$ cat src/rtl/seg_scan_driver.sv
// Multiplexed 7-segment scan driver: shadow codes, dead-time anode scan, BCD/hex decode.
// Optional leading-zero blanking when SEG_LZ_BLANK_EN is defined.
module seg_scan_driver #(
    parameter int DIGITS   = 4,
    parameter int SCAN_DIV = 50000,
    parameter int DEAD     = 2,
    parameter int HEX_MODE = 0
) (
    input  logic                clk,
    input  logic                rst_n,
    input  logic                en,
    input  logic                load,
    input  logic [4*DIGITS-1:0] digits_in,
    input  logic [DIGITS-1:0]   dp_in,
    output logic [6:0]          seg,
    output logic                dp_n,
    output logic [DIGITS-1:0]   an_n,
    output logic                frame_tick
);

    localparam int IW = (DIGITS > 1) ? $clog2(DIGITS) : 1;
    localparam int PW = $clog2(SCAN_DIV);
    localparam logic [IW-1:0] LAST_IDX   = IW'(DIGITS - 1);
    localparam logic [PW-1:0] LAST_PRESC = PW'(SCAN_DIV - 1);
    localparam logic [PW-1:0] DEAD_END   = PW'(DEAD);

    logic [IW-1:0]            idx_q, idx_d;
    logic [PW-1:0]            presc_q, presc_d;
    logic [DIGITS-1:0][3:0]   dig_q, dig_d;
    logic [DIGITS-1:0]        dp_q, dp_d;
    logic [6:0]               seg_q, seg_d;
    logic                     dp_n_q, dp_n_d;
    logic [DIGITS-1:0]        an_n_q, an_n_d;
    logic                     tick_q, tick_d;
    logic [DIGITS-1:0]        sel;
    logic [DIGITS-1:0]        blank;

    function automatic logic [6:0] decode(input logic [3:0] code);
        logic [6:0] s;
        case (code)
            4'h0:    s = 7'b0000001;
            4'h1:    s = 7'b1001111;
            4'h2:    s = 7'b0010010;
            4'h3:    s = 7'b0000110;
            4'h4:    s = 7'b1001100;
            4'h5:    s = 7'b0100100;
            4'h6:    s = 7'b0100000;
            4'h7:    s = 7'b0001111;
            4'h8:    s = 7'b0000000;
            4'h9:    s = 7'b0000100;
            4'hA:    s = 7'b0001000;
            4'hB:    s = 7'b1100000;
            4'hC:    s = 7'b0110001;
            4'hD:    s = 7'b1000010;
            4'hE:    s = 7'b0110000;
            default: s = 7'b0111000;
        endcase
        if (HEX_MODE == 0 && code > 4'h9) s = 7'b1111111;
        return s;
    endfunction

`ifdef SEG_LZ_BLANK_EN
    // A digit blanks when it and everything above it is zero; digit 0 never does.
    always_comb begin
        logic zero_run;
        zero_run = 1'b1;
        blank    = '0;
        for (int k = DIGITS - 1; k > 0; k--) begin
            zero_run = zero_run & (dig_q[k] == 4'h0);
            blank[k] = zero_run;
        end
    end
`else
    assign blank = '0;
`endif

    always_comb begin
        idx_d   = idx_q;
        presc_d = presc_q;
        dig_d   = load ? digits_in : dig_q;
        dp_d    = load ? dp_in : dp_q;
        seg_d   = 7'b1111111;
        dp_n_d  = 1'b1;
        an_n_d  = '1;
        tick_d  = 1'b0;
        sel     = '0;
        sel[idx_q] = 1'b1;
        if (en) begin
            if (presc_q == LAST_PRESC) begin
                presc_d = '0;
                tick_d  = (idx_q == LAST_IDX);
                idx_d   = (idx_q == LAST_IDX) ? '0 : idx_q + 1'b1;
            end else begin
                presc_d = presc_q + 1'b1;
            end
            if (presc_q >= DEAD_END) begin
                an_n_d = ~sel;
                seg_d  = blank[idx_q] ? 7'b1111111 : decode(dig_q[idx_q]);
                dp_n_d = ~dp_q[idx_q];
            end
        end
    end

    always_ff @(posedge clk) begin
        if (!rst_n) begin
            idx_q   <= '0;
            presc_q <= '0;
            dig_q   <= '0;
            dp_q    <= '0;
            seg_q   <= 7'b1111111;
            dp_n_q  <= 1'b1;
            an_n_q  <= '1;
            tick_q  <= 1'b0;
        end else begin
            idx_q   <= idx_d;
            presc_q <= presc_d;
            dig_q   <= dig_d;
            dp_q    <= dp_d;
            seg_q   <= seg_d;
            dp_n_q  <= dp_n_d;
            an_n_q  <= an_n_d;
            tick_q  <= tick_d;
        end
    end

    assign seg        = seg_q;
    assign dp_n       = dp_n_q;
    assign an_n       = an_n_q;
    assign frame_tick = tick_q;

endmodule
$ cat config.mk
export PLATFORM = sky130hd
export DESIGN_NAME = seg_scan_driver
export DESIGN_NICKNAME = d
export VERILOG_FILES = /design/src/rtl/seg_scan_driver.sv
export SDC_FILE = /design/constraint.sdc
export NUM_CORES = 1
export LEC_CHECK = 0
export CAP_MARGIN = 20
export CORE_ASPECT_RATIO = 0.75
export CORE_MARGIN = 4
export CORE_UTILIZATION = 40
export DETAILED_ROUTE_END_ITERATION = 10
export GPL_ROUTABILITY_DRIVEN = 0
export PLACE_DENSITY_LB_ADDON = 0.3
export SYNTH_ARGS = -nofsm -noshare
export SYNTH_HDL_FRONTEND = slang
export SYNTH_SLANG_ARGS = --single-unit
$ cat constraint.sdc
create_clock -name clk -period 2.6 [get_ports clk]
set_input_delay 0.52 -clock clk [delete_from_list [all_inputs] [get_ports clk]]
set_output_delay 0.52 -clock clk [all_outputs]
set_load 0.03 [all_outputs]
==> out/metrics.csv, run 1 <==
metric,value,unit
worst slew pin tran,0.514,ns
Worst Path Required,2.76,ns
Crit. End Element,flop,
layout cells sized above 1,0.0993,
die area,7720,um^2
FF+latch area,1020,um^2
clk sinks,51,
Post-CTS Repair Setup Buffers,0,
Mapped Cells,256,
CP cell instances,mux4_2 > inv_1 > ha_1 > nor2_1 > o21a_1 > a311oi_2 > o21ai_0,
Routed wire per std cell,13.4,um
# DRC,0,
critical path startpoint,idx_q[0],
clock buffer depth,2,
number of DRC markers in iteration 0,140,
synthesized area,2540,um^2
# placed instances,363,
Total Wirelength,4960,um
Power Density,503,nW/um^2
largest stage delay on the critical path,0.58,ns
area occupied by multi-input gates,1410,um^2
Most used DFF post-synth,dfxtp_1,
clock root buffer master,clkbuf_8,
Mapped Nets,292,
clock network latency to the later pin of the worst-skew pair,0.30,ns
Syn-to-layout area delta,20.7,%
initial core utilization,0.426,
Setup crit start kind,flop,
worst hold slack,0.526,ns
"commonest non-fill, non-tap cell in the layout",dfxtp_1,
"Setup violations, final",0,
"worst slack, placed",0.221,ns
Netlist cell types,44,
port bufs,36,
asr flop ratio synth,0,
Reg-to-Reg Start,idx_q[0],
"CP delay by family, top",compound AO/OA/AOI/OAI gates,
First-pass DRT Iterations,4,
grt ovf,0,
Hold Crit Start,dp_q[0],
largest net degree at the start of global routing,29,
CP Max Fanout,7,
cts hold-fix bufs,0,
Vias,1841,
Final TNS setup,0,ns
worst rel slew slack,0.656,
antenna violations before repair,0,
minimum clock period after layout,2.34,ns
most frequent cells in the layout,"51 x dfxtp_1, 36 x clkdlybuf4s50_1, 24 x mux2i_1",
number of global-route vias before repair,1620,
H-tree levels,2,
"Clk pin slew, worst setup/hold paths",0.09,ns
fin crit share,0.899,
Fill cells,547,
first-pass GRT wire length,8200,um
die width,100,um
Final ANT Viol Nets,0,
fin cells,370,
Avg Synthesized Cell Area,9.94,um^2
Max VDD drop,262,uV
"flops & latches, synth",51,
average vias per placed instance,4.98,
slowest cell on the critical path,mux4_2,
RSZ-0062 raised after global routing,no,
CTS buffer count,5,
final core utilization,0.514,
Max Clock Skew,0.00530,ns
IO Pins,37,
register area share after synthesis,0.401,
num rows,24,
core area,5980,um^2
"Worst Setup Slack, final",0.262,ns
Post-synth EDFFs,0,
HPWL after detailed placement,3760,um
"setup slack, reg-to-reg",0.26,ns
Bufs and invs on worst path,1,
GRT Total Usage,0.133,
outcome,"complete, no violations",
Leakage,1.16,nW
warnings from Yosys,0,
"Slew Viols, Final",0,
diode count,0,
Fin. Hold Viols,0,
Nets,328,
maxcap violations,0,
post-CTS sizing,0,
CTS tree,yes,
min-delay worst type,reg -> reg,
fmax,0.428,GHz
Arrival @ worst endpoint,2.50,ns
type of the worst setup path,reg -> reg,
Die Span Y,77.1,um
-- per-stage QoR --
step | instance area [um^2] | total power [mW]
2_1_floorplan | 2550 | 0.960
3_3_place_gp | 2970 | 1.03
3_5_place_dp | 2970 | 1.03
4_1_cts | 3070 | 1.57
5_1_grt | 3070 | 1.62
6_report | 3070 | 1.54
-- tightest hold or removal path: stages (launching register included) --
cell	delay, ns
dfxtp_1	0.32
mux2i_1	0.12
nor2b_1	0.05
-- final cells by class --
cell class              count  share of cell area
clock inverters             2              0.0122
repair buffers             40               0.127
inverters                  13              0.0159
well taps                  78              0.0318
flip-flops and latches     51               0.332
multi-input cells         181               0.458
clock buffers               5              0.0224
-- cells by family after synthesis --
logic type / count (synthesis) / share of synthesized area
buf+inv: 24 / 0.0452
fa+ha+maj: 12 / 0.0590
xor+xnor: 17 / 0.0585
simple gates: 95 / 0.204
flops: 51 / 0.401
compound gates: 24 / 0.0713
mux: 33 / 0.161
-- power breakdown --
group          internal, mW  switching (mW)
Combinational         0.101          0.0827
Sequential            0.807          0.0233
Clock                 0.281           0.250
-- sequential cells by signal, indices dropped and copies added, names as in the netlist --
signal      flops
dig_q          16
presc_q        16
seg             7
an_n            4
dp_q            4
idx_q           2
dp_n            1
frame_tick      1
-- synthesized netlist by cell type, drive strengths merged (3+ instances only) --
cell type	instances	area share
mux2i	24	0.094
or4	3	0.012
inv	13	0.019
dfxtp	51	0.40
mux4	6	0.053
or3	3	0.0079
nand3	9	0.018
nand4	5	0.012
mux2	3	0.013
o21ai	6	0.016
nor2b	20	0.049
ha	12	0.059
xnor2	9	0.031
xor2	8	0.028
clkbuf	9	0.017
nor2	20	0.029
a31oi	3	0.0074
nor3b	3	0.0088
nor3	5	0.014
nand2	18	0.027
-- per-layer routing --
layer / up-vias / part of all wire / global-route usage
li1: 965 / - / -
met1: 830 / 0.56 / 0.218
met2: 41 / 0.37 / 0.158
met3: 5 / 0.054 / 0.0372
met4: 0 / 0.012 / 0.0444
met5: - / 0 / 0
-- path summary, 6_finish.rpt --
path / endpoint / cells after the start
hold reg to reg: dp_q[0] / 2
setup / recovery: seg[1] / 7
hold / removal: dp_q[0] / 2
setup reg to reg: seg[1] / 7
(Power assumes the default switching activity.)
==> run 2: changes to the inputs <==
--- a/config.mk
+++ b/config.mk
@@ -7,7 +7,7 @@
 export LEC_CHECK = 0
 export CAP_MARGIN = 20
 export CORE_ASPECT_RATIO = 0.75
-export CORE_MARGIN = 4
+export CORE_MARGIN = 10
 export CORE_UTILIZATION = 40
 export DETAILED_ROUTE_END_ITERATION = 10
 export GPL_ROUTABILITY_DRIVEN = 0
==> run 2 against run 1 <==
Compared with the run above: wire length is 6.4% higher; largest power group unchanged; fmax down 2.2%; sequential power about the same; cell count up 1.1%.
==> out/metrics.csv, run 2 (synthesis gave the netlist of run 1 again) <==
metric,value,unit
largest stage delay on the critical path,0.59,ns
area occupied by multi-input gates,1410,um^2
Final TNS setup,0,ns
clock root buffer master,clkbuf_8,
Nets,328,
CTS buffer count,5,
RSZ-0062 raised after global routing,no,
initial core utilization,0.409,
Die Span Y,89.1,um
"Non-Filler Cell Area, Final",3090,um^2
worst slew pin tran,0.511,ns
Worst Path Required,2.76,ns
Max VDD drop,330,uV
largest net degree at the start of global routing,29,
layout cells sized above 1,0.102,
Syn-to-layout area delta,21.3,%
most frequent cells in the layout,"51 x dfxtp_1, 36 x clkdlybuf4s50_1, 24 x mux2i_1",
core area,6220,um^2
slowest cell on the critical path,mux4_2,
clock buffer depth,2,
Fin. Hold Viols,0,
Placed Area,2970,um^2
"Slew Viols, Final",0,
First-pass DRT Iterations,4,
die area,9990,um^2
worst rel slew slack,0.659,
"commonest non-fill, non-tap cell in the layout",dfxtp_1,
min-delay worst type,reg -> reg,
cts hold-fix bufs,0,
Leakage,1.17,nW
"Clk pin slew, worst setup/hold paths",0.09,ns
type of the worst setup path,reg -> reg,
Total Wirelength,5270,um
number of DRC markers in iteration 0,132,
Post-CTS Repair Setup Buffers,0,
# DRC,0,
H-tree levels,2,
total power,1.59,mW
"CP delay by family, top",compound AO/OA/AOI/OAI gates,
Max Clock Skew,0.00551,ns
fin crit share,0.919,
first-pass GRT wire length,8910,um
Bufs and invs on worst path,1,
post-CTS sizing,0,
fmax,0.418,GHz
Final ANT Viol Nets,0,
Arrival @ worst endpoint,2.55,ns
maxcap violations,0,
Power Density,513,nW/um^2
"Setup violations, final",0,
Setup crit start kind,flop,
CTS tree,yes,
port bufs,36,
Crit. End Element,flop,
grt ovf,0,
HPWL after detailed placement,4030,um
clk sinks,51,
CP cell instances,mux4_2 > inv_1 > ha_1 > nor2_1 > o21a_1 > a311oi_2 > o21ai_0,
"setup slack, reg-to-reg",0.21,ns
antenna violations before repair,0,
CP Max Fanout,7,
diode count,0,
minimum clock period after layout,2.39,ns
Fill cells,602,
GRT Total Usage,0.107,
die width,112,um
IO Pins,37,
Vias,1875,
FF+latch area,1020,um^2
number of global-route vias before repair,1791,
num rows,25,
outcome,"complete, no violations",
average vias per placed instance,5.01,
Routed wire per std cell,14.1,um
clock network latency to the later pin of the worst-skew pair,0.30,ns
## run 2: cell count changes in the layout (fill, tap and decap cells not counted)
cell        before  now
clkinvlp_4       1    0
clkinv_2         0    1
clkbuf_8         5    6
## run 2: cell type report
type                            count  share of cell area
Sequential cell                    51               0.331
Timing Repair Buffer               40               0.126
Inverter                           13              0.0158
Clock inverter                      2              0.0113
Tap cell                           81              0.0328
Multi-Input combinational cell    181               0.456
Clock buffer                        6              0.0267
## run 2: final timing paths
kind / from / to / cells after the start
setup reg to reg: idx_q[0] / seg[0] / 7
hold reg to reg: dp_q[1] / dp_q[1] / 2
hold / removal: dp_q[1] / dp_q[1] / 2
setup / recovery: idx_q[0] / seg[0] / 7
## run 2: metrics by stage
stage	hold slack, ns	instances	worst slack [ns]	util
CTS	0.530	374	0.188	0.496
detailed placement	0.512	366	0.210	0.477
global placement	0.493	366	0.282	0.477
global route	0.563	374	0.0109	0.496
finish	0.529	374	0.210	0.496
floorplan	0.471	256	0.0333	-
## run 2: tightest hold or removal path: stages (launching register included)
cell and delay [ns]:
dfxtp_1 0.32, mux2i_1 0.12, nor2b_1 0.06
## run 2: per-layer routing
metal | up-vias | track usage | share of wire
li1 | 960 | - | -
met5 | - | 0 | 0
met2 | 57 | 0.148 | 0.39
met4 | 0 | 0.0276 | 0.0087
met3 | 4 | 0.0389 | 0.077
met1 | 854 | 0.152 | 0.52
## run 2: report_power, final
part | switching [mW] | internal, mW | leakage [nW]
logic | 0.0846 | 0.101 | 0.694
registers | 0.0224 | 0.807 | 0.416
clock network | 0.259 | 0.312 | 0.0612
total | 0.366 | 1.22 | 1.17
